[src/rtl/regfile_pkg.sv]
// Shared types and defaults for the parametrised register file.
package regfile_pkg;

  localparam int unsigned DefDataW = 32;
  localparam int unsigned DefAddrW = 5;

  typedef logic [DefDataW-1:0] reg_data_t;
  typedef logic [DefAddrW-1:0] reg_addr_t;

  localparam reg_addr_t ZERO_ADDR = '0;

endpackage

[src/rtl/regfile_scoreboard.sv]
// Per-register pending bits: a reserve marks a register as awaiting its producer,
// a write clears it, and BUSY flags reads of registers still in flight.
module regfile_scoreboard
  import regfile_pkg::*;
#(
  parameter int unsigned ADDR_W   = DefAddrW,
  parameter int unsigned ZERO_REG = 1
) (
  input  logic              clk,
  input  logic              rst,
  input  logic              we_eff,
  input  logic [ADDR_W-1:0] aw,
  input  logic              res_en,
  input  logic [ADDR_W-1:0] ar_res,
  input  logic [ADDR_W-1:0] ar_1,
  input  logic [ADDR_W-1:0] ar_2,
  output logic              busy_1,
  output logic              busy_2
);

  localparam int unsigned Depth  = 2 ** ADDR_W;
  localparam bit          ZeroEn = (ZERO_REG != 0);

  logic [Depth-1:0] pend_q, pend_d;
  logic             res_eff;

  assign res_eff = res_en & ~(ZeroEn && (ar_res == ADDR_W'(ZERO_ADDR)));

  // Set is applied after clear so a fresh reservation wins over a same-cycle write.
  always_comb begin
    pend_d = pend_q;
    if (we_eff) pend_d[aw] = 1'b0;
    if (res_eff) pend_d[ar_res] = 1'b1;
  end

  always_ff @(posedge clk) begin
    if (rst) pend_q <= '0;
    else     pend_q <= pend_d;
  end

  // A write in flight to the same register resolves the hazard through the bypass.
  always_comb begin
    busy_1 = pend_q[ar_1] & ~(we_eff && (aw == ar_1));
    busy_2 = pend_q[ar_2] & ~(we_eff && (aw == ar_2));
  end

endmodule

[src/rtl/banco_registros_param.sv]
// Clocked two-read / one-write register file with write bypass, optional zero
// register, optional registered read stage and a pending-operand scoreboard.
module banco_registros_param
  import regfile_pkg::*;
#(
  parameter int unsigned DATA_W   = DefDataW,
  parameter int unsigned ADDR_W   = DefAddrW,
  parameter int unsigned ZERO_REG = 1,
  parameter int unsigned READ_LAT = 0
) (
  input  logic              clk,
  input  logic              rst,
  input  logic [ADDR_W-1:0] AR_1,
  input  logic [ADDR_W-1:0] AR_2,
  input  logic              RE,
  input  logic [ADDR_W-1:0] AW,
  input  logic [DATA_W-1:0] DATA_IN,
  input  logic              WRITEREG,
  input  logic              RES_EN,
  input  logic [ADDR_W-1:0] AR_RES,
  output logic [DATA_W-1:0] DR_1,
  output logic [DATA_W-1:0] DR_2,
  output logic              BUSY_1,
  output logic              BUSY_2,
  output logic              VALID
);

  localparam int unsigned Depth  = 2 ** ADDR_W;
  localparam bit          ZeroEn = (ZERO_REG != 0);

  logic [DATA_W-1:0] banco_q [Depth];
  logic              we_eff;
  logic [DATA_W-1:0] rd_1, rd_2;

  assign we_eff = WRITEREG & ~(ZeroEn && (AW == ADDR_W'(ZERO_ADDR)));

  always_ff @(posedge clk) begin
    if (rst) begin
      for (int i = 0; i < int'(Depth); i++) banco_q[i] <= '0;
    end else if (we_eff) begin
      banco_q[AW] <= DATA_IN;
    end
  end

  always_comb begin
    if (ZeroEn && (AR_1 == ADDR_W'(ZERO_ADDR))) rd_1 = '0;
    else if (we_eff && (AW == AR_1))            rd_1 = DATA_IN;
    else                                        rd_1 = banco_q[AR_1];

    if (ZeroEn && (AR_2 == ADDR_W'(ZERO_ADDR))) rd_2 = '0;
    else if (we_eff && (AW == AR_2))            rd_2 = DATA_IN;
    else                                        rd_2 = banco_q[AR_2];
  end

  generate
    if (READ_LAT == 0) begin : g_comb_read
      logic unused_re;
      assign unused_re = RE;
      assign DR_1  = rd_1;
      assign DR_2  = rd_2;
      assign VALID = 1'b1;
    end else begin : g_reg_read
      logic [DATA_W-1:0] dr_1_q, dr_2_q;
      logic              valid_q;

      // Outputs hold while RE is low; VALID marks only the cycle after a read.
      always_ff @(posedge clk) begin
        if (rst) begin
          dr_1_q  <= '0;
          dr_2_q  <= '0;
          valid_q <= 1'b0;
        end else begin
          valid_q <= RE;
          if (RE) begin
            dr_1_q <= rd_1;
            dr_2_q <= rd_2;
          end
        end
      end

      assign DR_1  = dr_1_q;
      assign DR_2  = dr_2_q;
      assign VALID = valid_q;
    end
  endgenerate

  regfile_scoreboard #(
    .ADDR_W  (ADDR_W),
    .ZERO_REG(ZERO_REG)
  ) u_scoreboard (
    .clk   (clk),
    .rst   (rst),
    .we_eff(we_eff),
    .aw    (AW),
    .res_en(RES_EN),
    .ar_res(AR_RES),
    .ar_1  (AR_1),
    .ar_2  (AR_2),
    .busy_1(BUSY_1),
    .busy_2(BUSY_2)
  );

endmodule

[config.mk]
export PLATFORM = sky130hd
export DESIGN_NAME = banco_registros_param
export DESIGN_NICKNAME = d
export VERILOG_FILES = /design/src/rtl/regfile_pkg.sv /design/src/rtl/regfile_scoreboard.sv /design/src/rtl/banco_registros_param.sv
export SDC_FILE = /design/constraint.sdc
export NUM_CORES = 2
export LEC_CHECK = 0
export CORE_MARGIN = 1.5
export CORE_UTILIZATION = 68
export DETAILED_ROUTE_END_ITERATION = 8
export PLACE_DENSITY_LB_ADDON = 0.25
export SLEW_MARGIN = 20
export SYNTH_ARGS = -nofsm -noshare
export SYNTH_HDL_FRONTEND = slang
export SYNTH_SLANG_ARGS = --single-unit
[constraint.sdc]
create_clock -name clk -period 8.4 [get_ports clk]
set_input_delay 2.52 -clock clk [delete_from_list [all_inputs] [get_ports clk]]
set_output_delay 2.52 -clock clk [all_outputs]
set_load 0.05 [all_outputs]
After elaboration in Yosys (flattened, before gate mapping)
Memories as Yosys holds them, arrays and structs flattened.
Cells that the tools add are included.
{"block": "classes", "n_addsub": 0, "multipliers": 0, "n_div": 0, "n_lt_le_gt_ge": 6, "n_eq_ne": 2, "shift": 0, "mux": 22, "bitwise_logic": 11, "reduce_logical": 9}
{"cell": "32-bit two-way mux", "n": 7}
{"cell": "32-bit bitwise AND", "n": 1}
{"cell": "32-bit NOT", "n": 1}
{"cell": "32-bit OR", "n": 1}
{"cell": "32-bit OR reduction", "n": 1}
{"cell": "5-bit by 6-bit < comparator with 1-bit output, second input constant", "n": 4}
{"cell": "5-bit logical NOT", "n": 4}
{"cell": "1-bit binary-select mux with 5-bit select", "n": 2}
{"cell": "1-bit demux with 5-bit select", "n": 2}
{"cell": "5-bit equality test", "n": 2}
{"cell": "5-bit by 1-bit >= comparator with 1-bit output, second input constant", "n": 2}
{"cell": "1-bit two-way mux", "n": 10}
{"cell": "5-bit two-way mux", "n": 1}
{"cell": "1-bit bitwise AND", "n": 4}
{"cell": "1-bit logical AND", "n": 4}
{"cell": "1-bit NOT", "n": 4}
{"block": "word_totals", "reg_bits": 32, "latch_bits": 0, "ram_bits": 1024, "romBits": 0, "inputBits": 57, "out_inout_bits": 67, "word_cells": 52, "n_memories": 1}
{"memory": "banco_q", "depth": 32, "width": 32, "read_ports": 2, "rd_ports_with_merged_regs": 0, "write_ports": 32, "line_no": "banco_registros_param.sv:31", "rtl": "logic [DATA_W-1:0] banco_q [Depth];"}

Longest topological paths before layout
{"block": "logic_depth", "ltp_word": 9, "depth_mapped": 11, "mapped_depth_nobuf": 6}

Cells and area by module
A second synthesis with hierarchy kept.
{"block": "hier_totals", "cells_unflattened": 4073, "hier_area_um2": 57340.0}
{"module": "banco_registros_param", "instances": 1, "cells_per_inst": 3842, "area_each_um2": 55305.5, "seq_area_each_um2": 30749.5}
{"module": "regfile_scoreboard", "instances": 1, "cells_per_inst": 231, "area_each_um2": 2034.5, "seq_area_each_um2": 640.6}

Worst setup path before layout
OpenSTA, ideal clock, no wires.
{"block": "synth_path", "path_type": "input to output", "startpoint": "input AW[3]", "endpoint": "output DR_1[24]", "arrival_time_ns": 5.007, "required_ns": 5.880, "path_slack_ns": 0.873, "stages": 10, "path_buffers": 4, "path_cell_list": "buf_2 or3_1 buf_4 o31ai_4 nor4_1 nand3_1 buf_4 buf_6 nor2_1 nor3_1"}
{"block": "synth_between", "elab_chain_cells": 6, "elab_cells_between_ends": 7, "cone_classes": "eq/ne (1); mux (2); bitwise (2); reduce/logical (2)"}
{"element": "start: declaration", "line_no": "banco_registros_param.sv:16", "rtl": "input logic [ADDR_W-1:0] AW,"}
{"element": "5-bit logical NOT", "line_no": "banco_registros_param.sv:35", "rtl": "assign we_eff = WRITEREG & ~(ZeroEn && (AW == ADDR_W'(ZERO_ADDR)));"}
{"element": "1-bit NOT", "line_no": "banco_registros_param.sv:35"}
{"element": "1-bit bitwise AND", "line_no": "banco_registros_param.sv:35"}
{"element": "1-bit logical AND *", "line_no": "banco_registros_param.sv:47", "rtl": "else if (we_eff && (AW == AR_1)) rd_1 = DATA_IN;"}
{"element": "32-bit two-way mux *", "line_no": "banco_registros_param.sv:47"}
{"element": "32-bit two-way mux *", "line_no": "banco_registros_param.sv:46", "rtl": "if (ZeroEn && (AR_1 == ADDR_W'(ZERO_ADDR))) rd_1 = '0;"}
{"element": "end: declaration", "line_no": "banco_registros_param.sv:21", "rtl": "output logic [DATA_W-1:0] DR_1,"}
Mark *: on every way between the ends. The rest lies on a longest branch, timed or not.

Worst setup path after layout
{"block": "layout_path", "startpoint": "input AW[2]", "endpoint": "output DR_2[26]"}
{"block": "layout_between", "elab_chain_cells": 6, "elab_cells_between_ends": 7, "cone_classes": "eq/ne (1); mux (2); bitwise (2); reduce/logical (2)"}
{"element": "5-bit logical NOT", "line_no": "banco_registros_param.sv:35"}
{"element": "1-bit NOT", "line_no": "banco_registros_param.sv:35"}
{"element": "1-bit bitwise AND", "line_no": "banco_registros_param.sv:35"}
{"element": "1-bit logical AND *", "line_no": "banco_registros_param.sv:51", "rtl": "else if (we_eff && (AW == AR_2)) rd_2 = DATA_IN;"}
{"element": "32-bit two-way mux *", "line_no": "banco_registros_param.sv:51"}
{"element": "32-bit two-way mux *", "line_no": "banco_registros_param.sv:50", "rtl": "if (ZeroEn && (AR_2 == ADDR_W'(ZERO_ADDR))) rd_2 = '0;"}
{"element": "end: declaration", "line_no": "banco_registros_param.sv:22", "rtl": "output logic [DATA_W-1:0] DR_2,"}
Marked as above.

==> run summary <==
Status: completed
Count of different cell masters after synthesis: 61
Max_cap viols: 0
Largest family of logic cells by synthesized area: multiplexers
Vias in the first global route: 41369
Final Cell Area: 64350 um^2
Share of layout cells above drive strength 1: 0.2160
PD cells: 201.3 nW/um^2
Fraction of registers with async set or reset after synthesis: 0
Most common cell in the netlist: edfxtp_1
Post-route ant nets: 0
Clock-pin slew on the worst setup and hold paths: 0.06 ns
Met2 wire length: 88.53 mm
Global route overflow: 0
Max Clock Freq: 121.1 MHz
CP Cell Sequence: clkdlybuf4s50_1, or3_1, o31ai_4, or3_2, nand2_4, nor3_1, a211o_1, buf_12
Total Power: 12.95 mW
Setup violations, final: 0
Unrepaired setup endpoints after global routing: false
Hpwl dp: 119.4 mm
Synth Area in Compound Gates: 0.06299
TNS Setup: 0 ns
Pint: 9.498 mW
Largest net degree at the start of global routing: 64
Hold_ws: 0.4848 ns
Die X: 293.6 um
WL met1: 61.45 mm
Drt first pass iters: 7
Synth Flop Type: edfxtp_1
Sequential fraction of the synthesis area: 0.5466
Post-synth EDFFs: 1024
Setup crit end kind: output port
Placed Cells: 5230
Clock tree buffer depth: 3
Gates resized, CTS repair: 0
I/O Buffers: 121
Final cycle utilization of the critical path: 0.9830
Slew Viols, Final: 0
Worst hold path type: flip-flop to flip-flop
CP bufs+invs: 2
Starting Density: 0.6862
Vias per cell: 7.712
Highest Signal Layer: met5
Via count: 41908
Core area: 83690 um^2
Post-synthesis adder-cell area fraction: 0
Post-route DRC: 0
Row count: 106
Root Driver: clkbuf_16
Avg Synthesized Cell Area: 13.81 um^2
CP top delay family: simple AND/OR/NAND/NOR gates
Post-synthesis xor/xnor area fraction: 0.001525
Startpoint types: input pin
Top cells by count, synth: edfxtp_1, and2_1, mux4_2, mux2i_1, clkbuf_1
P_leak: 22.85 nW
Mapped Area: 57430 um^2
First-pass GRT wire length: 290.0 mm
WL met3: 38.65 mm
Portion of netlist area occupied by mux cells: 0.2082
Worst-Margin Slew: 1.290 ns
Minimum clock period: 8.257 ns
Psw: 3.453 mW
Worst Path Max Fanout: 14
CTS Buf Count: 107
Part of the power in registers: 0.481
Sw Ratio: 0.2666
Slew HR: 0.1379
Dpl cell area: 60980 um^2
GRT Total Usage: 0.4870
Delay of the slowest critical-path stage: 0.62 ns
Worst EP arrival: 5.74 ns
Required @ worst endpoint: 5.88 ns
Area grow syn2layout: 12.06%
Drt wl/cell: 38.32 um
Combinational share of power: 0.155
Later-pin clock latency in the skew report: 0.68 ns
TritonCTS clock tree: yes
Initial antenna violation count: 17
Area share of the largest cell type after synthesis: 0.5355
WS Path Type: input pin to output port
Top-Level Pins: 124
Setup Skew: 0 ns
Iter 0 DRT Violations: 7889
# clock sinks: 1056
Max stage delay cell, worst path: nor3_1
Setup repair bufs after CTS: 0
Synth Area in Simple Gates: 0.1424
Post-cts hold buffer count: 0
WL final: 208.3 mm
Die H: 293.6 um
Nets@finish: 4262
Placer congestion estimate: 0.9582
Worst vdd ir: 0.2027 mV
Gate Count Post-Synth: 4158
Finished Layout Cells: 5434
Clock share of power: 0.365
Final hold vios: 0
Yosys warnings: 0
#FFs+latches synth: 1056
Area leader, netlist: edfxtp_1
Area contributors post-synth: edfxtp_1, mux4_2, and2_1
CTS H-Tree Depth: 3
Die ar.: 86200 um^2
## stage by stage
stage	setup WS [ns]	utilization
global route	0.2269	0.7687
global placement	0.3412	0.7280
CTS	0.3732	0.7689
finish	0.1428	0.7690
floorplan	0.8730	-
detailed placement	0.3764	0.7286
## state kept, by name, indices dropped and copies added, names as in the netlist
name and flops:
banco_q 1024, u_scoreboard.pend_q 32
## power by group through the flow
stage               combinational [mW]  sequential, mW  clock [mW]
finish                            2.00            6.22        4.72
CTS                               1.93            6.22        4.66
global route                      2.02            6.25        4.87
floorplan                         1.15            6.27           0
detailed placement                1.91            6.32           0
global placement                  1.89            6.29           0
## cells in the final DEF (no fill, tap or decap), types with 47 or more instances in the layout
cell | synthesis | final
edfxtp_1 | 1024 | 1024
and2_1 | 996 | 996
mux4_2 | 385 | 385
mux2i_1 | 309 | 309
buf_4 | 44 | 201
clkbuf_16 | 0 | 110
nand2_1 | 85 | 85
nor2_1 | 112 | 84
o21ai_0 | 83 | 83
nor3_1 | 78 | 73
buf_12 | 0 | 73
a21oi_1 | 71 | 71
o22ai_1 | 64 | 64
a221oi_1 | 61 | 61
a22oi_1 | 47 | 47
## logic make-up (layout without fill, tap and decap cells)
kind of cell / after synthesis / count (layout)
XOR/XNOR: 10 / 10
flip-flops: 1056 / 1056
AO/OA/AOI/OAI: 524 / 524
buffers and inverters: 460 / 562
other: 2 / 42
AND/OR/NAND/NOR: 1395 / 1395
multiplexers: 711 / 711
## area by class of cell
type / instances / area (um^2)
Antenna cell: 9 / 22.52
Clock buffer: 130 / 2828
Inverter: 38 / 142.6
Fill cell: 4884 / 19330
Tap cell: 1134 / 1419
Sequential cell: 1056 / 31390
Timing Repair Buffer: 329 / 3546
Multi-Input combinational cell: 2673 / 24470
Clock inverter: 65 / 540.5
## path summary, 6_finish.rpt
path                          start                endpoint  slack [ns]  cells after the start
max                           AW[2]                DR_2[26]        0.14                      8
min reg2reg  u_scoreboard.pend_q[9]  u_scoreboard.pend_q[9]        0.48                      2
min          u_scoreboard.pend_q[9]  u_scoreboard.pend_q[9]        0.48                      2
max reg2reg  u_scoreboard.pend_q[8]  u_scoreboard.pend_q[8]        7.72                      2
## layer usage
layer	vias to the layer above	GRT usage
li1	15923	-
met1	20010	0.5964
met2	4617	0.7060
met3	1342	0.1939
met4	16	0.3520
met5	-	0.006807
## worst min-delay path: cells and delay by family (launching register included)
family	cells	cell delay, ns
flops	1	0.32
compound gates	1	0.07
buf+inv	1	0.05
Note: power is estimated with default switching activity, not from simulation.
